===== config.mk =====
export PLATFORM = sky130hd
export DESIGN_NAME = lif_array
export DESIGN_NICKNAME = d
export VERILOG_FILES = /design/src/rtl/lif_array.sv
export SDC_FILE = /design/constraint.sdc
export NUM_CORES = 1
export LEC_CHECK = 0
export ABC_CLOCK_PERIOD_IN_PS = 6300
export BUFFER_PORTS_ARGS = -buffer_cell sky130_fd_sc_hd__buf_2
export CORE_MARGIN = 2
export CORE_UTILIZATION = 40
export DETAILED_ROUTE_END_ITERATION = 10
export PLACE_DENSITY = 0.69
export SETUP_SLACK_MARGIN = 0.4
export SYNTH_ARGS = -nofsm -noshare
export SYNTH_HDL_FRONTEND = slang
export SYNTH_SLANG_ARGS = --single-unit

===== constraint.sdc =====
create_clock -name clk -period 6.3 [get_ports clk]
set_input_delay 0 -clock clk [delete_from_list [all_inputs] [get_ports clk]]
set_output_delay 0 -clock clk [all_outputs]
set_load 0.02 [all_outputs]

===== src/rtl/lif_array.sv =====
// -----------------------------------------------------------------------------
// lif_array
//
// Array of N_CH independent leaky integrate-and-fire neurons sharing one
// threshold and one reset mode. Each enabled cycle a non-refractory channel
// leaks (state >> LEAK_SHIFT), adds its input current and saturates the result.
// When the saturated result reaches the threshold, the channel fires. It then
// either clears to zero or subtracts the threshold, and ignores its input for
// REFRACTORY cycles. A population counter accumulates every spike.
//
// Parameters:
//   N_CH        number of channels (>= 1)
//   WIDTH       bits per membrane state / input current
//   LEAK_SHIFT  leak amount per step is state >> LEAK_SHIFT
//   REFRACTORY  cycles a channel ignores input after firing (0 = none)
//   COUNT_W     width of the population spike counter (wraps)
//
// Ports:
//   clk         clock, rising edge
//   reset       synchronous active-high reset
//   en          1 = integrate this cycle, 0 = hold state (spikes forced low)
//   current     packed unsigned currents, channel i at [i*WIDTH +: WIDTH]
//   thr         shared unsigned firing threshold
//   reset_mode  0 = reset to zero after a spike, 1 = subtract threshold
//   state       packed registered membrane potentials
//   spike       registered one-cycle spike pulses
//   spike_any   registered OR of spike
//   spike_cnt   total spikes since reset, modulo 2^COUNT_W
// -----------------------------------------------------------------------------
module lif_array #(
    parameter int N_CH       = 4,
    parameter int WIDTH      = 8,
    parameter int LEAK_SHIFT = 1,
    parameter int REFRACTORY = 2,
    parameter int COUNT_W    = 16
) (
    input  logic                    clk,
    input  logic                    reset,
    input  logic                    en,
    input  logic [N_CH*WIDTH-1:0]   current,
    input  logic [WIDTH-1:0]        thr,
    input  logic                    reset_mode,
    output logic [N_CH*WIDTH-1:0]   state,
    output logic [N_CH-1:0]         spike,
    output logic                    spike_any,
    output logic [COUNT_W-1:0]      spike_cnt
);

    // The counter must be at least one bit wide, even when there is no
    // refractory period.
    localparam int REF_W = (REFRACTORY > 0) ? $clog2(REFRACTORY + 1) : 1;

    logic [WIDTH-1:0]   state_reg [N_CH];
    logic [WIDTH-1:0]   state_next [N_CH];
    logic [REF_W-1:0]   ref_reg [N_CH];
    logic [REF_W-1:0]   ref_next [N_CH];
    logic [N_CH-1:0]    spike_reg;
    logic [N_CH-1:0]    spike_next;
    logic               spike_any_reg;
    logic [COUNT_W-1:0] cnt_reg;
    logic [COUNT_W-1:0] cnt_next;
    logic [COUNT_W-1:0] pop_count;

    // Per-channel datapath: these are the values that apply when en is high.
    // Enable gating and reset are handled in the register process.
    genvar gi;
    generate
        for (gi = 0; gi < N_CH; gi++) begin : g_ch
            logic [WIDTH-1:0] st;
            logic [WIDTH-1:0] cur;
            logic [WIDTH-1:0] leaked;
            logic [WIDTH:0]   sum;
            logic [WIDTH-1:0] sat;
            logic             refractory;
            logic             fire;

            assign st     = state_reg[gi];
            assign cur    = current[gi*WIDTH +: WIDTH];
            // st - (st >> s) can never go below zero, so only the add can overflow.
            assign leaked = st - (st >> LEAK_SHIFT);
            assign sum    = {1'b0, leaked} + {1'b0, cur};
            assign sat    = sum[WIDTH] ? {WIDTH{1'b1}} : sum[WIDTH-1:0];

            assign refractory = (ref_reg[gi] != '0);
            assign fire       = !refractory && (sat >= thr);

            assign spike_next[gi] = fire;

            // sat >= thr whenever fire is set, so the subtraction cannot wrap.
            assign state_next[gi] = refractory ? st :
                                    fire       ? (reset_mode ? (sat - thr) : '0) :
                                                 sat;

            assign ref_next[gi]   = refractory ? (ref_reg[gi] - REF_W'(1)) :
                                    fire       ? REF_W'(REFRACTORY) :
                                                 '0;

            assign state[gi*WIDTH +: WIDTH] = state_reg[gi];
        end
    endgenerate

    // Population count of the spikes that are registered on this edge.
    always_comb begin
        pop_count = '0;
        for (int i = 0; i < N_CH; i++) begin
            pop_count = pop_count + COUNT_W'(spike_next[i]);
        end
    end

    assign cnt_next = cnt_reg + pop_count;

    always_ff @(posedge clk) begin
        if (reset) begin
            for (int i = 0; i < N_CH; i++) begin
                state_reg[i] <= '0;
                ref_reg[i]   <= '0;
            end
            spike_reg     <= '0;
            spike_any_reg <= 1'b0;
            cnt_reg       <= '0;
        end else if (en) begin
            for (int i = 0; i < N_CH; i++) begin
                state_reg[i] <= state_next[i];
                ref_reg[i]   <= ref_next[i];
            end
            spike_reg     <= spike_next;
            spike_any_reg <= |spike_next;
            cnt_reg       <= cnt_next;
        end else begin
            // Hold state, refractory counters and count. Spikes are pulses,
            // so they drop low.
            spike_reg     <= '0;
            spike_any_reg <= 1'b0;
        end
    end

    assign spike     = spike_reg;
    assign spike_any = spike_any_reg;
    assign spike_cnt = cnt_reg;

endmodule


# [Word level (Yosys, flattened, before mapping)]
# Memory sizes are Yosys's and may differ from the RTL's.
# Cells that the tools add are included.
[word_totals] register_bits=21 elab_cells=89 n_memories=2 out_inout_bits=53 ram_bits=40
[classes] magnitude_cmp=4 n_mux=37 add_sub_neg=20 bitwise_logic=9 reduce_logical=14
[memory_table] name="state_reg" depth=4 word_bits=8 rd=4 rd_clocked_by_memory_dff=0 wr=4 line="53" text="logic [WIDTH-1:0] state_reg [N_CH];"
[memory_table] name="ref_reg" depth=4 word_bits=2 rd=4 rd_clocked_by_memory_dff=0 wr=4 line="55" text="logic [REF_W-1:0] ref_reg [N_CH];"
[ops] cell="two-way mux 8 bit" count=20
[ops] cell="adder 8 x 8 -> 9 bit" count=4
[ops] cell=">= comparator 8 bit" count=4
[ops] cell="subtractor 8 x 7 -> 8 bit" count=4
[ops] cell="subtractor 8 bit" count=4
[ops] cell="two-way mux 2 bit" count=12
[ops] cell="adder 16 x 4 -> 16 bit" count=1
[ops] cell="bitwise OR 1 bit" count=8
[ops] cell="nonzero test 2 bit" count=4
[ops] cell="subtractor 2 x 1 -> 2 bit (second input constant)" count=4
[ops] cell="two-way mux 1 bit" count=5
[ops] cell="adder 3 x 1 -> 4 bit" count=1
[ops] cell="logical AND 1 bit" count=4
[ops] cell="logical NOT 1 bit" count=4
[ops] cell="OR reduction 4 bit" count=1
[ops] cell="adder 2 x 1 -> 3 bit" count=1
[ops] cell="adder 1 x 1 -> 2 bit" count=1
[ops] cell="OR reduction 2 bit" count=1
[ops] cell="NOT 1 bit" count=1

# [Depth between registers and ports, before layout]
# An unclocked memory read counts as a cell.
[logic_depth] depth_word=10 mapped_depth=32 mapped_depth_nobuf=31

# [Least setup slack after synthesis]
# No wires, ideal clock.
[synth_timing] path_kind="register to register" start="memory state_reg[0][2]" end="register cnt_reg[12], in the netlist spike_cnt[12]" required_ns=6.172 setup_ns=0.128 setup_slack_ns=0.055 path_buffers=1 period_less_slack_ns=6.245 t_arrival_ns=6.118 stages_incl_launch_ff=31 cell_sequence="edfxtp_1 -> inv_1 -> ha_1 -> nor2b_1 -> o21ai_0 -> a21boi_0 -> o21ai_0 -> nor2b_1 -> xnor2_1 -> ha_1 -> nand4_1 -> a21oi_1 -> or2_2 -> nor2_1 -> ha_1 -> fa_1 -> nand2b_1 -> a21oi_2 -> o211ai_2 -> a2111oi_4 -> inv_2 -> buf_6 -> fa_1 -> inv_1 -> fa_1 -> fa_1 -> nand3_1 -> nor3_1 -> nand3_1 -> xor2_1 -> nor2_1"
[synth_rtl] element="start, declared" line="53"
[synth_rtl] element="end signal, assigned" line="128" text="cnt_reg <= cnt_next;"
[synth_rtl] element="end, declared" line="60" text="logic [COUNT_W-1:0] cnt_reg;"

==> flow_summary.yaml <==
status:
  status: "completed"
synthesis:
  synth_edf_count: 40
  synth_top_area_share_pct: 18.20
  synthTopCellsByArea: "edfxtp_1, ha_1, dfxtp_1"
  ys_warn_count: 0
  synthesis.nets: 919
  synth.largest_area_cell: "edfxtp_1"
  synth_seq_cells: 61
  netlist_instances: 767
  netlist_area_sq_mm: 0.006600
  synth_ff_type: "edfxtp_1"
  syn_avg_cell_area_sq_um: 8.605
  synth.distinct_cells: 62
  async_flop_share_pct: 0
  yosysSeqAreaShare_pct: 24.57
critical_path:
  crit_buf_inv: 2
  worst_ep_arrival_time_ns: 6.00
  max_stage_delay_ns: 0.50
  critPathRequiredTime_ns: 6.51
  endpoint_kind: "flip-flop"
  critPathMaxFanout: 4
  worstSetupPathType: "reg2reg"
  crit_slowest_cell: "fa_1"
  cpLargestDelayFamily: "adder cells"
  start_kind: "flip-flop"
  cpMostUsedCell: "fa_2"
global_routing:
  grt.overflow.total: 0
  met2_usage_pct: 29.04
  antenna_found_initial: 0
  grt_pass1_vias: 5374
  grt_usage_pct: 18.07
  top_usage_layer: "met2"
  grt_max_degree: 24
  grt_pass1_wl_um: 25830
  grt_util_met3_pct: 3.640
  use_met1_pct: 24.67
cells_and_area:
  nFillCells: 1567
  drive_gt1_share_pct: 22.58
  antenna_cells: 0
  mostFrequentLayoutCells: "buf_2, ha_1, nor2_1, inv_1, a21oi_1"
  largest_reg_flops: 32
  final_cell_area_sq_mm: 0.008070
  layout_commonest_cell: "buf_2"
  fin_nets: 1046
  area_delta_synth_final_pct: 22.27
route:
  detail-route-antenna-nets: 0
  first_iter_violations: 248
  drtPass1Iterations: 5
  via_per_inst: 5.324
  wl_per_cell_um: 14.66
  wl_um: 16350
  drcViolationCount: 0
  vias: 5936
sta:
  slew_headroom_pct: 55.37
  hold_violations: 0
  finalSetupTns_ns: 0
  finalHoldWorstSlack_ns: 0.08562
  worst_slack_ns: 0.5033
  fin_worst_skew_ns: 0.007890
  worstMarginPinSlew_ns: 0.6695
  finalCriticalPeriod_ns: 5.797
  finalSetupViolations: 0
  drv_slew: 0
  clock.fmax_mhz: 172.5
  rsz0062_at_grt: "yes"
  min_period_over_period_pct: 92.01
placement:
  post_dp_cell_area_sq_mm: 0.007412
  port_buffers: 96
  globalplace.congestion: 0.8398
  hpwl_um: 12270
  preCtsSetupSlack_ns: 0.2368
clock_tree:
  clk_latency_ns: 0.33
  cts-root-buf: "clkbuf_16"
  hold_buffers: 0
  cts_max_path_buffers: 2
  cts_tree: "done"
  path_clk_slew_ns: 0.06
  tritoncts.num_buffers: 9
  clock_sinks: 61
  htreeDepth: 3
die:
  rows: 46
  core_area_sq_mm: 0.01600
  die_w_um: 132.5
  start_util_pct: 41.25
  die-area_sq_mm: 0.01754
  fp.dieH_um: 132.5
  io_pins: 97
worst_hold_path:
  hold_path_class: "in2reg"
run:
  maxCapViolCount: 0
==> logic make-up after synthesis <==
kind of cell / after synthesis / synth area share (%)
mux: 7 / 1.081
flops: 61 / 24.57
buf+inv: 78 / 4.910
xor+xnor: 69 / 9.156
simple gates: 249 / 18.64
fa+ha+maj: 108 / 22.18
compound gates: 195 / 19.47
==> per-layer routing <==
| layer | vias to the layer above | wire length, um |
|---|---|---|
| li1 | 3024 | - |
| met1 | 2731 | 7696 |
| met2 | 152 | 7401 |
| met3 | 29 | 884 |
| met4 | 0 | 362 |
| met5 | - | 0 |
==> final timing paths <==
check | slack, ns | cells past startpoint | startpoint | endpoint
max | 0.50 | 28 | state_reg[0][1] | spike_cnt[8]
min | 0.09 | 2 | reset | spike_cnt[1]
max reg2reg | 0.50 | 28 | state_reg[0][1] | spike_cnt[8]
min reg2reg | 0.54 | 2 | spike_cnt[15] | spike_cnt[15]
==> Yosys cell counts (all sizes together), types with 9 or more instances <==
master,n
or3,11
fa,15
nand4,9
edfxtp,40
nand3,23
nor3,17
nand2b,17
xnor2,44
dfxtp,21
o21ai,33
a21oi,67
ha,93
inv,64
nor2,74
nor2b,16
xor2,25
a21o,26
nand2,47
o21bai,9
a211oi,12
==> layout make-up <==
type	count	area [sq um]	share of cell area, %
inverters	65	244.0	3.023
clock buffers	11	232.7	2.884
flip-flops and latches	61	1622	20.09
multi-input cells	628	4922	60.99
well taps	216	270.3	3.349
repair buffers	129	728.2	9.023
clock inverters	5	51.30	0.6357
==> through the flow <==
step	utilization (%)	cells
after floorplan	-	767
after global placement	46.32	1075
after detailed placement	46.32	1075
after CTS	48.43	1096
after global routing	50.44	1115
final	50.44	1115
==> what timing repair did <==
item / in CTS / in global routing
endpoints found under the setup margin: 10 / 15
pin swaps: 7 / 24
setup buffers: 5 / 19
resized for setup: 3 / 38
Power is left out: the tool's default activity adds up to more than one toggle a clock period on the data nets, which glitch-free logic cannot reach.
